### src/rtl/hazard_pkg.sv
// Shared constants for the hazard scoreboard: latency field width, the
// variable-latency code and the stall-cause encodings.
package hazard_pkg;

   localparam int unsigned LAT_W = 3;
   localparam logic [LAT_W-1:0] LONG = '1;

   localparam logic [1:0] CAUSE_NONE = 2'b00;
   localparam logic [1:0] CAUSE_LAT  = 2'b01;
   localparam logic [1:0] CAUSE_LONG = 2'b10;
   localparam logic [1:0] CAUSE_WAW  = 2'b11;

endpackage

### src/rtl/hazard_sb_entry.sv
// One scoreboard entry: busy/long flags plus a countdown to forwardability.
module hazard_sb_entry #(
   parameter int unsigned LAT_W = hazard_pkg::LAT_W
) (
   input  logic             clk,
   input  logic             rst_n,
   input  logic             i_rec,
   input  logic [LAT_W-1:0] i_lat,
   input  logic             i_done,
   output logic             o_busy,
   output logic             o_long
);

   localparam logic [LAT_W-1:0] LatLong = {LAT_W{1'b1}};
   localparam logic [LAT_W-1:0] CntOne  = LAT_W'(1);

   logic             r_busy;
   logic             r_long;
   logic [LAT_W-1:0] r_cnt;
   logic             w_busy_nxt;
   logic             w_long_nxt;
   logic [LAT_W-1:0] w_cnt_nxt;

   // A new record always overrides both countdown and long completion.
   always_comb begin
      w_busy_nxt = r_busy;
      w_long_nxt = r_long;
      w_cnt_nxt  = r_cnt;
      if (i_rec) begin
         w_busy_nxt = (i_lat != '0);
         w_long_nxt = (i_lat == LatLong);
         w_cnt_nxt  = i_lat;
      end else if (r_busy && r_long) begin
         if (i_done) begin
            w_busy_nxt = 1'b0;
            w_long_nxt = 1'b0;
         end
      end else if (r_busy) begin
         w_cnt_nxt = r_cnt - CntOne;
         if (r_cnt == CntOne) begin
            w_busy_nxt = 1'b0;
         end
      end
   end

   always_ff @(posedge clk or negedge rst_n) begin
      if (!rst_n) begin
         r_busy <= 1'b0;
         r_long <= 1'b0;
         r_cnt  <= '0;
      end else begin
         r_busy <= w_busy_nxt;
         r_long <= w_long_nxt;
         r_cnt  <= w_cnt_nxt;
      end
   end

   assign o_busy = r_busy;
   assign o_long = r_long;

endmodule

### src/rtl/hazard_scoreboard.sv
// Register scoreboard: tracks in-flight writers per register and raises a
// stall for RAW hazards and for writes over an outstanding long-latency result.
module hazard_scoreboard #(
   parameter int unsigned NUM_REGS = 32,
   parameter int unsigned REG_AW   = 5,
   parameter int unsigned LAT_W    = hazard_pkg::LAT_W,
   parameter int unsigned STAT_W   = 16
) (
   input  logic                clk,
   input  logic                rst_n,
   input  logic                issue_valid,
   input  logic                issue_we,
   input  logic [REG_AW-1:0]   issue_rd,
   input  logic [LAT_W-1:0]    issue_lat,
   input  logic [REG_AW-1:0]   rs1_addr,
   input  logic [REG_AW-1:0]   rs2_addr,
   input  logic                rs1_used,
   input  logic                rs2_used,
   input  logic                long_done,
   input  logic [REG_AW-1:0]   long_rd,
   input  logic                flush,
   input  logic                stat_clear,
   output logic                stall,
   output logic [1:0]          stall_cause,
   output logic [NUM_REGS-1:0] pending,
   output logic [STAT_W-1:0]   stall_cnt
);

   import hazard_pkg::*;

   localparam logic [STAT_W-1:0] StatOne = STAT_W'(1);

   logic [NUM_REGS-1:0] w_busy;
   logic [NUM_REGS-1:0] w_long;
   logic                w_rec;
   logic                w_rs1_haz;
   logic                w_rs2_haz;
   logic                w_long_haz;
   logic                w_lat_haz;
   logic                w_waw;
   logic                w_stall;
   logic [1:0]          w_cause;
   logic [STAT_W-1:0]   r_stall_cnt;

   assign w_busy[0] = 1'b0;
   assign w_long[0] = 1'b0;

   for (genvar g = 1; g < NUM_REGS; g++) begin : g_entry
      hazard_sb_entry #(
         .LAT_W (LAT_W)
      ) u_entry (
         .clk    (clk),
         .rst_n  (rst_n),
         .i_rec  (w_rec && (issue_rd == REG_AW'(g))),
         .i_lat  (issue_lat),
         .i_done (long_done && (long_rd == REG_AW'(g))),
         .o_busy (w_busy[g]),
         .o_long (w_long[g])
      );
   end

   // A long result arriving this cycle is bypassed from writeback, so it does not stall.
   assign w_rs1_haz = rs1_used && (rs1_addr != '0) && w_busy[rs1_addr]
                      && !(w_long[rs1_addr] && long_done && (long_rd == rs1_addr));
   assign w_rs2_haz = rs2_used && (rs2_addr != '0) && w_busy[rs2_addr]
                      && !(w_long[rs2_addr] && long_done && (long_rd == rs2_addr));

   assign w_long_haz = (w_rs1_haz && w_long[rs1_addr]) || (w_rs2_haz && w_long[rs2_addr]);
   assign w_lat_haz  = (w_rs1_haz && !w_long[rs1_addr]) || (w_rs2_haz && !w_long[rs2_addr]);
   assign w_waw      = issue_valid && issue_we && w_long[issue_rd]
                       && !(long_done && (long_rd == issue_rd));

   assign w_stall = w_long_haz || w_lat_haz || w_waw;

   // Stall feeds back only into the record gate.
   assign w_rec = issue_valid && issue_we && !w_stall && !flush && (issue_rd != '0);

   always_comb begin
      w_cause = CAUSE_NONE;
      if (w_long_haz) begin
         w_cause = CAUSE_LONG;
      end else if (w_lat_haz) begin
         w_cause = CAUSE_LAT;
      end else if (w_waw) begin
         w_cause = CAUSE_WAW;
      end
   end

   always_ff @(posedge clk or negedge rst_n) begin
      if (!rst_n) begin
         r_stall_cnt <= '0;
      end else if (stat_clear) begin
         r_stall_cnt <= '0;
      end else if (w_stall && (r_stall_cnt != '1)) begin
         r_stall_cnt <= r_stall_cnt + StatOne;
      end
   end

   assign stall       = w_stall;
   assign stall_cause = w_cause;
   assign pending     = w_busy;
   assign stall_cnt   = r_stall_cnt;

endmodule

### config.mk
export PLATFORM = sky130hd
export DESIGN_NAME = hazard_scoreboard
export DESIGN_NICKNAME = d
export VERILOG_FILES = /design/src/rtl/hazard_pkg.sv /design/src/rtl/hazard_sb_entry.sv /design/src/rtl/hazard_scoreboard.sv
export SDC_FILE = /design/constraint.sdc
export NUM_CORES = 1
export LEC_CHECK = 0
export BUFFER_PORTS_ARGS = -buffer_cell sky130_fd_sc_hd__buf_4
export CAP_MARGIN = 25
export CORE_ASPECT_RATIO = 2
export CORE_MARGIN = 2
export CORE_UTILIZATION = 57
export CTS_BUF_LIST = sky130_fd_sc_hd__clkbuf_8
export CTS_CLUSTER_DIAMETER = 50
export CTS_CLUSTER_SIZE = 16
export DETAILED_ROUTE_END_ITERATION = 8
export PLACE_DENSITY_LB_ADDON = 0.15
export SLEW_MARGIN = 20
export SYNTH_ARGS = -nofsm -noshare
export SYNTH_HDL_FRONTEND = slang
export SYNTH_SLANG_ARGS = --single-unit
### constraint.sdc
create_clock -name clk -period 2.7 [get_ports clk]
set_input_delay 0 -clock clk [delete_from_list [all_inputs] [get_ports clk]]
set_output_delay 0 -clock clk [all_outputs]
set_load 0.01 [all_outputs]
==> impl_metrics.json <==
{
  "outcome": "finished, violations left",
  "failed_checks": "negative setup slack",
  "instances_no_fill": 1658,
  "cts_made_buffers": 17,
  "ctsRootBufferMaster": "clkbuf_8",
  "power.leakage_uw": 0.00732,
  "drt-initial-drc-count": 749,
  "cp_max_fo": 4,
  "dieArea_sq_um": 22700,
  "drive_above_1_share_pct": 34.6,
  "core_area_sq_um": 21000,
  "async_flop_share_pct": 100,
  "critPathKind": "register to output port",
  "layout.nets": 1472,
  "overflow": 0,
  "fp.dieH_microns": 211,
  "hold_class": "input pin to async pin",
  "fin_crit_sh_pct": 108,
  "grt_pass1_vias": 10224,
  "worstMarginPinSlew_ps": 857,
  "antenna_cells": 0,
  "ys_types": 62,
  "portBuffers": 81,
  "cp.arrival_ps": 2910,
  "setup_ws_ps": -214,
  "period_minus_slack_ps": 2910,
  "finalMaxSlewViolations": 0,
  "cts.reportedPaths.clkPinSlew_ps": 90,
  "pre_cts_ws_ps": -210,
  "clk_latency_ps": 510,
  "cts_tree": "yes",
  "setup_viol": 135,
  "ys_seq_elements": 171,
  "route.detailed.drc": 0,
  "grt_antenna_before_repair": 0,
  "ys_warn_count": 0,
  "maxSlewHeadroom_pct": 42.6,
  "rsz0062_at_grt": "yes",
  "maxCapViolCount": 0,
  "grt_max_degree": 68,
  "syn_inst": 1204,
  "end_kind": "output port",
  "wl_microns": 35900,
  "clockBufferDepth": 2,
  "routed_via_density": 6.03,
  "area_growth_syn_to_layout_pct": 24.7,
  "max_freq_mhz": 343,
  "avgRoutedWirePerCell_microns": 21.7,
  "drt_pre_antenna_iters": 5,
  "ant_nets": 0,
  "synth_edf_count": 0,
  "dpl.hpwl_microns": 24800,
  "critical_path.startpoint_type": "register",
  "grtUsageTotal_pct": 31.4,
  "htreeDepth": 4,
  "p_per_area_nw_per_um2": 616,
  "rows": 75,
  "synthFlopType": "dfrtp_1",
  "irDropWorstVdd_mv": 0.501,
  "hold_ws_ps": 53.4,
  "clock_sinks": 171,
  "dr_total_vias": 10005,
  "netlist_area_sq_um": 12200,
  "ys_seq_area_share_pct": 34.9,
  "syn_area_per_cell_sq_um": 10.2,
  "start_util_pct": 58.3,
  "final-hold-violation-count": 0,
  "grt_pass1_wl_microns": 54100,
  "ioPinCount": 83,
  "placedCellCount": 1585,
  "routabilityCongestion": 0.935,
  "die_width_microns": 108,
  "syn_nets": 1299,
  "skew_ps": 13.4,
  "critPathRequiredTime_ps": 2700
}
[power breakdown]
part / internal (uW) / leakage (uW) / switching, uW
logic: 2130 / 0.00490 / 1570
registers: 3270 / 0.00223 / 545
clock network: 884 / 0.000194 / 1010
total: 6290 / 0.00732 / 3120
[logic make-up (layout without fill, tap and decap cells)]
logic type | after synthesis | after routing | synth area share (%)
and+or+nand+nor | 400 | 400 | 18.8
other | 1 | 1 | 0.0306
AOI/OAI and AO/OA | 120 | 121 | 6.09
xor gates and xnor gates | 77 | 77 | 5.51
DFF | 171 | 171 | 34.9
buffers and inverters | 159 | 343 | 6.52
muxes | 213 | 213 | 21.7
adders and majority gates | 63 | 63 | 6.44
[cells in the mapped netlist (all sizes together), types with 35 or more instances]
master,instances,area share [%]
o21ai,36,1.5
inv,67,2.1
mux2,104,9.6
nor2,60,1.9
xnor2,65,4.6
nand2b,35,1.8
a21oi,39,1.6
mux2i,78,6.4
nand2,139,4.3
ha,63,6.4
clkbuf,38,1.2
dfrtp,171,35
buf,54,3.3
[state kept, by name (all words and copies together) (netlist names)]
| name | flops |
|---|---|
| g_entry.u_entry.o_long | 31 |
| g_entry.u_entry.o_busy | 31 |
| g_entry.u_entry.r_cnt | 93 |
| stall_cnt | 16 |
[placed cells by master (no fill, tap or decap), drive strengths merged, types with 12 or more instances in the layout]
cell type	netlist	routed
mux2i	78	78
xor2	12	12
ha	63	63
a21oi	39	39
mux2	104	104
nand2b	35	35
nand3b	32	32
xnor2	65	65
nand2	139	139
buf	54	241
clkbuf	38	22
dfrtp	171	171
o21ai	36	36
nor3b	25	25
nand3	32	32
nor2b	15	15
inv	67	68
nor2	60	60
mux4	31	31
[routing by layer]
layer	GRT usage (%)	share of wire (%)
met4	19.1	6.2
met2	55.5	53
met5	0	0
met1	34.2	36
met3	5.73	5.0
[final cells by class]
type | instances | area [sq um]
inverter | 67 | 254
clock buffer | 20 | 275
clock inverter | 11 | 121
multi-input combinational | 875 | 7830
fill | 1563 | 5740
sequential | 171 | 4280
tap | 269 | 337
timing repair buffer | 245 | 2170
[critical path, cell delays in order, from the launching register on]
cell and delay, ps:
dfrtp_2 460, mux4_2 500, mux2_4 300, a211oi_4 240, buf_4 150, a21oi_2 30, o22a_1 230, a221o_1 360
buf_6 140
[timing repair]
| item | CTS | global route |
|---|---|---|
| setup buffers | 8 | 29 |
| endpoints found under the hold margin | 81 | 0 |
| hold buffers | 2 | 0 |
| cloned | 2 | 2 |
| endpoints found under the setup margin | 144 | 160 |
| pin swaps | 6 | 22 |
| gates resized for setup | 68 | 148 |
[metrics by stage]
step           power (uW)  utilization, %  setup TNS (ps)  instance area (sq um)
2_1_floorplan        6040               -               0                  12200
3_3_place_gp         6720            64.9          -11570                  13600
3_5_place_dp         6890            64.9          -12550                  13600
4_1_cts              8960            68.7           -8800                  14400
5_1_grt             10100            72.7          -19140                  15300
6_report             9410            72.7          -10800                  15300
[path summary, 6_finish.rpt]
| path | cells after the start | end | startpoint | slack (ps) |
|---|---|---|---|---|
| max | 8 | stall_cause[1] | g_entry[30].u_entry.o_long | -210 |
| min | 2 | g_entry[30].u_entry.r_cnt[0] | rst_n | 50 |
| max reg2reg | 8 | stall_cnt[15] | g_entry[30].u_entry.o_long | -170 |
| min reg2reg | 2 | stall_cnt[9] | stall_cnt[9] | 600 |
| max in group asynchronous | 3 | g_entry[12].u_entry.o_busy | rst_n | 1840 |
| min in group clk | 2 | g_entry[3].u_entry.r_cnt[0] | issue_lat[0] | 110 |
Note: power is estimated with default switching activity, not from simulation.
